### config.mk
export PLATFORM = sky130hd
export DESIGN_NAME = alu_cmd_sequencer
export DESIGN_NICKNAME = d
export VERILOG_FILES = /design/src/rtl/alu_cmd_sequencer.sv
export SDC_FILE = /design/constraint.sdc
export NUM_CORES = 1
export LEC_CHECK = 0
export ABC_AREA = 1
export CORE_ASPECT_RATIO = 1.1
export CORE_MARGIN = 5
export CORE_UTILIZATION = 58
export DETAILED_ROUTE_END_ITERATION = 16
export HOLD_SLACK_MARGIN = 0.15
export PLACE_DENSITY = 0.92
export REMOVE_ABC_BUFFERS = 1
export SETUP_SLACK_MARGIN = 0.2
export SYNTH_ARGS = -nofsm -noshare
export SYNTH_HDL_FRONTEND = slang
export SYNTH_SLANG_ARGS = --single-unit
### constraint.sdc
create_clock -name clk -period 2.1 [get_ports clk]
set_input_delay 0.42 -clock clk [delete_from_list [all_inputs] [get_ports clk]]
set_output_delay 0.42 -clock clk [all_outputs]
set_load 0.02 [all_outputs]
### src/rtl/alu_cmd_sequencer.sv
// alu_cmd_sequencer: takes register-level commands, drives an external
// combinational ALU from a 4-entry register file, writes the result back
// and returns it over a valid/ready response channel.
//
// state | meaning
// IDLE  | waiting for a command, cmd_ready high
// ISSUE | operands on the ALU, result captured at the end of this cycle
// RESP  | response presented, held until rsp_ready
module alu_cmd_sequencer #(
  parameter int WIDTH = 8
) (
  input  logic             clk,
  input  logic             rst_n,
  input  logic             cmd_valid,
  output logic             cmd_ready,
  input  logic             cmd_ld,
  input  logic [2:0]       cmd_op,
  input  logic [1:0]       cmd_rd,
  input  logic [1:0]       cmd_rs1,
  input  logic [1:0]       cmd_rs2,
  input  logic [WIDTH-1:0] cmd_imm,
  output logic [WIDTH-1:0] alu_a,
  output logic [WIDTH-1:0] alu_b,
  output logic [2:0]       alu_opcode,
  input  logic [WIDTH-1:0] alu_out,
  input  logic             alu_cout,
  input  logic             alu_z_flag,
  output logic             rsp_valid,
  input  logic             rsp_ready,
  output logic [WIDTH-1:0] rsp_data,
  output logic             rsp_c,
  output logic             rsp_z,
  input  logic [1:0]       dbg_sel,
  output logic [WIDTH-1:0] dbg_data
);

  typedef enum logic [1:0] {
    IDLE  = 2'd0,
    ISSUE = 2'd1,
    RESP  = 2'd2
  } state_t;

  state_t           state_q;
  state_t           state_d;
  logic [WIDTH-1:0] regs [4];
  logic [1:0]       rd_q;
  logic             cmd_accept;
  logic             rsp_done;

  assign cmd_ready  = (state_q == IDLE);
  assign rsp_valid  = (state_q == RESP);
  assign cmd_accept = cmd_valid && cmd_ready;
  assign rsp_done   = rsp_valid && rsp_ready;
  assign dbg_data   = regs[dbg_sel];

  // State register.
  always_ff @(posedge clk or negedge rst_n) begin
    if (!rst_n) begin
      state_q <= IDLE;
    end else begin
      state_q <= state_d;
    end
  end

  // Next-state logic; loads skip ISSUE because the ALU is not involved.
  always_comb begin
    state_d = state_q;
    case (state_q)
      IDLE: begin
        if (cmd_accept) begin
          state_d = cmd_ld ? RESP : ISSUE;
        end
      end
      ISSUE: state_d = RESP;
      RESP: begin
        if (rsp_done) begin
          state_d = IDLE;
        end
      end
      default: state_d = IDLE;
    endcase
  end

  // ALU operand/opcode latches; sources are sampled at accept so a
  // destination that aliases a source still feeds the old value.
  always_ff @(posedge clk or negedge rst_n) begin
    if (!rst_n) begin
      alu_a      <= '0;
      alu_b      <= '0;
      alu_opcode <= 3'b000;
      rd_q       <= 2'd0;
    end else if (cmd_accept && !cmd_ld) begin
      alu_a      <= regs[cmd_rs1];
      alu_b      <= regs[cmd_rs2];
      alu_opcode <= cmd_op;
      rd_q       <= cmd_rd;
    end
  end

  // Register file writes: immediate on load accept, ALU result at end of ISSUE.
  always_ff @(posedge clk or negedge rst_n) begin
    if (!rst_n) begin
      for (int i = 0; i < 4; i++) begin
        regs[i] <= '0;
      end
    end else if (cmd_accept && cmd_ld) begin
      regs[cmd_rd] <= cmd_imm;
    end else if (state_q == ISSUE) begin
      regs[rd_q] <= alu_out;
    end
  end

  // Response payload, captured alongside the register write and held in RESP.
  always_ff @(posedge clk or negedge rst_n) begin
    if (!rst_n) begin
      rsp_data <= '0;
      rsp_c    <= 1'b0;
      rsp_z    <= 1'b0;
    end else if (cmd_accept && cmd_ld) begin
      rsp_data <= cmd_imm;
      rsp_c    <= 1'b0;
      rsp_z    <= (cmd_imm == '0);
    end else if (state_q == ISSUE) begin
      rsp_data <= alu_out;
      rsp_c    <= alu_cout;
      rsp_z    <= alu_z_flag;
    end
  end

endmodule

# --- After elaboration in Yosys (flattened, before gate mapping) ---
# Cells that the tools add are included.
classes:
  add_sub_neg: 0
  multipliers: 0
  n_div: 0
  n_lt_le_gt_ge: 7
  n_eq_ne: 4
  shift: 0
  muxes: 27
  n_bitwise: 5
  n_reduce_logical: 11
ops:
  columns: ["operator", "n"]
  rows:
  - ["$mux 8", 10]
  - ["$bwmux 32", 2]
  - ["$mux 32", 2]
  - ["$bmux 8 s2", 3]
  - ["$demux 8 s2", 2]
  - ["$ge 3x3->1 const B", 5]
  - ["$not 2->3", 5]
  - ["$logic_not 8->1", 1]
  - ["$logic_and 1x1->1", 6]
  - ["$lt 3x1->1 const B", 2]
  - ["$mux 2", 3]
  - ["$pmux 2 s3", 1]
  - ["$mux 1", 4]
  - ["$ne 2x1->1 const B", 2]
  - ["$eq 2x1->1 const B", 1]
  - ["$eq 2x2->1 const B", 1]
  - ["$logic_not 2->1", 1]
  - ["$reduce_and 2->1", 1]
  - ["$reduce_bool 2->1", 1]
  - ["$logic_not 1->1", 1]
word_totals:
  ff_bits: 65
  latch_bits: 0
  mem_bits_rw: 0
  romBits: 0
  in_bits: 34
  output_inout_bits: 39
  word_cells: 66
  mem_count: 0

# --- Logic depth before layout (Yosys ltp) ---
# Gate-level depths: netlist of the first run.
logic_depth:
  word_depth: 8
  mapped_depth: 8
  mapped_depth_nobuf: 7

# --- Worst setup path after synthesis of the first run ---
# No wires, ideal clock.
synth_timing:
  kind: "input port to output port"
  start: "input port dbg_sel[0]"
  end: "output port dbg_data[6]"
  arrival_ns: 1.393
  required_ns: 1.680
  setup_slack_ns: 0.287
  path_stages: 5
  path_buffers: 2
  path_cell_list: "buf_2 inv_1 clkbuf_1 a21oi_1 a21oi_1"
synth_between:
  elab_chain_len: 4
synth_rtl:
  columns: ["item", "line", "source"]
  rows:
  - ["from (decl)", "33", "input logic [1:0] dbg_sel,"]
  - ["$not 2->3 (not written as such)", "54", "assign dbg_data = regs[dbg_sel];"]
  - ["$bmux 8 s2", "54", null]
  - ["$mux 8 (not written as such) (2 in series)", "54", null]
  - ["to (decl)", "34", "output logic [WIDTH-1:0] dbg_data"]
# Every way passes these cells. The select of a mux whose other input is x is not followed.

# --- Worst setup path after layout of the first run ---
layout_timing:
  start: "register regs[18] (netlist name)"
  end: "output port dbg_data[2]"
layout_between:
  elab_chain_len: 3
layout_rtl:
  columns: ["item", "line", "source"]
  rows:
  - ["from (decl)", "45", "logic [WIDTH-1:0] regs [4];"]
  - ["from (signal, indexed assignment)", "107", "regs[cmd_rd] <= cmd_imm;"]
  - ["from (signal, indexed assignment)", "109", "regs[rd_q] <= alu_out;"]
  - ["$bmux 8 s2", "54", null]
  - ["$mux 8 (not written as such) (2 in series)", "54", null]
# Every way passes these cells. The select of a mux whose other input is x is not followed.

==> summary.txt, run 1 <==
Timing
  – RSZ-0062 raised after global routing: yes
  – Final-report hold violation count: 0
  – Final setup margin: 0.261 ns
  – Slew Limit Fails: 0
  – Final setup TNS: 0 ns
  – Clock Skews: 0.00921 ns
  – Slew at the pin closest to its max-slew limit: 0.609 ns
  – Fmax: 0.544 GHz
  – Final Cycle Share: 87.6%
  – Final setup fails: 0
  – Worst slew margin: 59.4%
  – Period minus WS final: around 1.8 ns

Synth
  – Synth Area in Compound Gates: 11.5%
  – Synth Instances: 643
  – Area share of the largest cell type after synthesis: 39.3%
  – FFs w/ async S/R, synth: 100%
  – List of most frequent post-synthesis cells: 302 x nand2_1, 70 x nor2_1, 65 x dfrtp_1
  – Area leader, netlist: dfrtp_1
  – Post-synthesis simple-gate area fraction: 42.1%
  – Post-Synth Adder-Cell Area: 0%
  – Synth Flop Type: dfrtp_1
  – Yosys warnings: 0
  – Largest family of logic cells by synthesized area: simple AND/OR/NAND/NOR gates
  – Top cells by area, synth: dfrtp_1 39%, nand2_1 27%, o211ai_1 7.2%, nor2_1 6.3%, nand3_1 5.0%
  – Syn Area/Cell: 6.44 um2
  – Post-synthesis sequential area ratio: 39.3%
  – Most common cell in the netlist: nand2_1
  – Syn Std Cell Area: 4140 um2
  – Unique masters post-synth: 19
  – Synth Area in XOR/XNOR: 0%
  – Number of flops mapped to enable cells by yosys: 0
  – Register bit total from synthesis: 65
  – Multiplexer area fraction after synthesis: 0%

GRT
  – Number of global-route vias before repair: approximately 4200
  – Grt peak-use layer: met2
  – Congestion Overflow GR: 0
  – Met3 Track Usage GR: 5.65%
  – Maximum number of pins on one net before global-route repair: 34
  – Antenna violations before repair: 0
  – Total GRT Usage: 28.6%
  – Met2 Usage GRT: 48.7%
  – GR Util met1: ~36%
  – First-pass GRT wire length: 20.8 mm

Placed design
  – PortBufs: 72
  – Post-Place Setup Slack: -0.508 ns
  – Routability Congestion: 0.951
  – DP HPWL: 9.37 mm

Drt
  – Post-route ant nets: 0
  – DR iter-0 viols: 479
  – WL/cell: 15.6 um
  – DRC viols: 0
  – Vias: 4516
  – Pre-antenna DRT Iters: 6
  – Routed vias/inst: 5.56
  – DRT Wirelength: 12.7 mm

Clocking
  – H-tree lvl count: 3
  – Clk sinks: 65
  – CTS max path bufs: 2
  – Clock latency on the worst-skew pair: between 0.3 and 0.4 ns
  – CTS tree: done
  – Post-CTS setup buffers: 0
  – CTS Buf Count: 9
  – CTS root buf: clkbuf_8
  – Clock-pin slew on the worst setup and hold paths: about 0.080 ns

Setup path
  – Setup crit end kind: output port
  – CP required: 1.68 ns
  – Slowest CP cell: dfrtp_1
  – Cell mode on critical path: a21oi_1
  – Kind of critical path: reg2out
  – WP data arrival: 1.42 ns
  – Critical path fanouts, max: 3
  – Cell breakdown of the critical path: inv_1, o21ai_0, a21oi_1, a21oi_1, buf_2
  – Crit start category: flip-flop
  – Slowest stage delay, CP: 0.37 ns

Power and ir drop
  – Pwr dens: 1080 nW/um2
  – Pleak: 0.00277 uW
  – Peak supply drop: 0.000750 V
  – Overall Power: about 5700 uW

Status
  – Status: complete, no violations

Layout
  – Area grow syn2layout: 26.2%
  – Finished Core Util: 74.7%
  – Share of cells above drive strength 1: under 10%
  – NumNets Final: 756
  – Filler cells: 550
  – Diodes inserted: 0

Floorplanning
  – Die W: between 90 and 100 um
  – Row count: 32
  – CORE AREA: between 7000 and 8000 um2
  – Starting Density: 59.1%
  – DIE HEIGHT: 98.7 um
  – Full die area: 8940 um2
  – # IOs: 73

Hold path
  – Worst hold path type: reg2reg

Run
  – Max-Cap Viols: 0
cell families (layout without fill, tap and decap cells):
kind of cell,count (synthesis),count (layout)
AOI/OAI and AO/OA,75,75
buffers and inverters,74,158
DFF,65,65
and+or+nand+nor,429,429
critical path: cells and delay by family, from the launching register on:
family / cells / cell delay [ns]
buf+inv: 2 / 0.31
flops: 1 / 0.37
compound gates: 3 / 0.39
final timing paths:
kind                             from  slack [ns]           to  cells past startpoint
min in group asynchronous       rst_n        0.61  rsp_data[3]                      2
max in group asynchronous       rst_n        0.94     regs[10]                      3
setup / recovery             regs[18]        0.26  dbg_data[2]                      5
setup reg to reg           state_q[0]        0.42      regs[1]                      7
hold / removal               alu_a[0]        0.48     alu_a[0]                      2
hold reg to reg              alu_a[0]        0.48     alu_a[0]                      2
placed cells by master (no fill, tap or decap), drive strengths merged, types with 2 or more instances in the layout:
master,synthesis,routed
dfrtp,65,65
nand3,45,45
clkbuf,14,9
nand2,306,306
clkdlybuf4s50,0,59
clkinvlp,0,4
nand4,2,2
inv,46,46
a21oi,24,24
o211ai,40,40
dlygate4sd2,0,3
clkinv,1,4
nand3b,3,3
nor2,72,72
o21ai,10,10
buf,13,30
state kept, by name, summed over array words and instances, names as in the netlist:
| register | flops |
|---|---|
| alu_opcode | 3 |
| rsp_z | 1 |
| rd_q | 2 |
| state_q | 2 |
| rsp_data | 8 |
| alu_b | 8 |
| rsp_c | 1 |
| alu_a | 8 |
| regs | 32 |
stage by stage:
stage / instance area, um2 / instances / hold WS [ns]
after floorplan: 4030 / 616 / 0.124
after global placement: 5040 / 794 / 0.449
after detailed placement: 5040 / 794 / 0.459
after CTS: 5220 / 812 / 0.486
after global routing: 5230 / 812 / 0.504
final: 5230 / 812 / 0.481
power by group:
part / switching (uW) / leakage, uW / internal (uW) / total (uW)
combinational: 1410 / 0.00185 / 989 / 2400
clock: 517 / 0.0000912 / 545 / 1060
sequential: 463 / 0.000830 / 1740 / 2200
total: 2390 / 0.00277 / 3270 / 5670
per-layer routing:
metal	up-vias	wire length, um
li1	2195	-
met1	2030	5000
met2	259	6190
met3	32	1150
met4	0	327
met5	-	0
timing repair:
item                                    CTS  global route
hold buffers                              1             0
cloned                                    1             0
gates resized for setup                  45             5
hold endpoints to repair                 21             0
endpoints found under the setup margin   10             4
area by class of cell:
type,instances,area [um2],area share (%)
Timing Repair inverter,1,7.51,0.144
Timing Repair Buffer,94,886,16.9
Sequential cell,65,1630,31.1
Tap cell,85,106,2.03
Multi-Input combinational cell,504,2230,42.6
Clock inverter,7,71.3,1.36
Clock buffer,9,124,2.37
Inverter,47,181,3.47
No activity file was read; power rests on OpenSTA's default activity.
==> run 2: changes to the inputs <==
HOLD_SLACK_MARGIN = not set   (was 0.15)
==> run 2 against run 1 <==
Compared with the run above: sequential share of layout area rose by 0.060 points; highest routed layer unchanged; die area did not move; register-to-register slack barely moved; worst hold slack got worse by 0.42 ns; clock-buffer cell count did not move; wire length rose by 0.15%; flip-flop and latch count did not move; via count rose by 0.64%; worst setup slack got worse by 0.0074 ns.
==> summary.txt, run 2 (synthesis results as in run 1) <==
Setup path
  – Kind of critical path: reg2out
  – WP data arrival: 1.43 ns
  – RR Endpoint: regs[1]
  – Critical path fanouts, max: 3
  – Setup crit end kind: output port
  – CP required: 1.68 ns
  – Worst R2R Path Depth: 7
  – Register-to-register setup slack: approximately 0.42 ns
  – Reg-to-Reg Start: state_q[0]
  – Crit start category: flip-flop

Layout
  – Share of cells above drive strength 1: roughly 9.2%
  – Area of the multi-input gates: 2230 um2
  – Largest Register: regs
  – Most common cell after layout, fill and taps aside: nand2_1
  – Sequential Area: between 1500 and 2000 um2
  – Most frequent cells in the layout: 302 x nand2_1, 70 x nor2_1, 64 x dfrtp_1
  – NumNets Final: 755
  – Area grow syn2layout: 26.0%
  – Filler cells: 554
  – Max FFs per register: 32
  – Diodes inserted: 0

Timing
  – Final setup fails: 0
  – Final setup margin: 0.254 ns
  – Worst slew margin: between 50% and 60%
  – Final Cycle Share: 87.9%
  – Slew Limit Fails: 0
  – Fmax: 0.542 GHz
  – Clock Skews: roughly 0.011 ns
  – Slew at the pin closest to its max-slew limit: 0.610 ns
  – Period minus WS final: 1.85 ns
  – Final-report hold violation count: 0
  – Final setup TNS: 0 ns
  – RSZ-0062 raised after global routing: yes

Clocking
  – Clk sinks: 65
  – Clock latency on the worst-skew pair: between 0.3 and 0.4 ns
  – CTS max path bufs: 2
  – H-tree lvl count: 3
  – CTS tree: done
  – CTS root buf: clkbuf_8
  – CTS Buf Count: 9
  – Clock-pin slew on the worst setup and hold paths: 0.08 ns
  – Hold-fix buffers, CTS: 0

GRT
  – Grt peak-use layer: met2
  – Antenna violations before repair: 0
  – Congestion Overflow GR: 0
  – Maximum number of pins on one net before global-route repair: 34
  – Met2 Usage GRT: 48.7%
  – Number of global-route vias before repair: 4162
  – GR Util met1: around 36%
  – Met3 Track Usage GR: 5.65%
  – First-pass GRT wire length: 20.8 mm
  – Total GRT Usage: between 20% and 30%

Drt
  – Vias: 4545
  – DRC viols: 0
  – Post-route ant nets: 0
  – WL/cell: 15.6 um
  – Pre-antenna DRT Iters: 7
  – Routed vias/inst: 5.60
  – DR iter-0 viols: 483
  – DRT Wirelength: 12.7 mm

Status
  – Status: complete, no violations

Placed design
  – Routability Congestion: ~0.95
  – PortBufs: 72
  – DP HPWL: 9.37 mm
  – Post-Place Setup Slack: -0.508 ns

Power and ir drop
  – Pleak: 0.00277 uW
  – Pwr dens: 1090 nW/um2
  – Peak supply drop: 0.000750 V

Floorplanning
  – DIE HEIGHT: 98.7 um
  – Row count: 32
  – Die W: 90.6 um
  – # IOs: 73
  – Starting Density: between 50 and 60%
  – CORE AREA: 7010 um2
  – Full die area: 8940 um2

Hold path
  – Worst hold path type: in2async

Run
  – Max-Cap Viols: 0
-- run 2: cell types whose count changed in the layout (fill, tap and decap cells not counted), sizes merged --
| cell | before | now |
|---|---|---|
| dlygate4sd3 | 1 | 0 |
-- run 2: per-layer routing --
layer	up-vias	share of wire [%]
li1	2199	-
met2	260	49
met3	39	9.2
met5	-	0
met4	0	2.6
met1	2047	39
-- run 2: worst max-delay path by stage --
stage | startpoint | end | slack, ns | depth (start not counted)
finish | regs[18] | dbg_data[2] | 0.25 | 5
global route | dbg_sel[0] | dbg_data[3] | 0.20 | 6
CTS | regs[17] | dbg_data[1] | 0.27 | 5
detailed placement | dbg_sel[0] | dbg_data[2] | -0.51 | 6
global placement | dbg_sel[0] | dbg_data[0] | -0.42 | 6
floorplan | state_q[0] | alu_a[0] | 0.17 | 5
-- run 2: power by group --
group	leakage, uW	switching [uW]	internal, uW	total [uW]
Combinational	0.00185	1410	988	2400
Clock	0.0000912	520	545	1060
Sequential	0.000830	463	1740	2200
-- run 2: metrics by stage --
| stage | total power, uW | cells | area, um2 | hold WS, ns | utilization (%) |
|---|---|---|---|---|---|
| 2_1_floorplan | 3460 | 616 | 4030 | 0.124 | - |
| 3_3_place_gp | 4500 | 794 | 5040 | 0.449 | 72.0 |
| 3_5_place_dp | 4600 | 794 | 5040 | 0.459 | 72.0 |
| 4_1_cts | 5630 | 811 | 5210 | 0.0802 | 74.4 |
| 5_1_grt | 6020 | 811 | 5220 | 0.0995 | 74.5 |
| 6_report | 5670 | 811 | 5220 | 0.0659 | 74.5 |
-- run 2: final cells by class --
type	count	share of cell area [%]
clock buffer	9	2.37
clock inverter	7	1.37
inverter	47	3.47
multi-input combinational	504	42.7
sequential	65	31.2
tap	85	2.04
timing repair buffer	93	16.8
timing repair inverter	1	0.144
-- run 2: what timing repair did --
action,4_1_cts,5_1_grt
setup buffers,0,0
endpoints found under the setup margin,10,4
resized for setup,45,5
cloned,1,0
-- run 2: worst max-delay path: stages (launching register included) --
cell and delay (ns):
dfrtp_1 0.37, inv_1 0.10, o21ai_0 0.17, a21oi_1 0.06, a21oi_1 0.18, buf_2 0.21
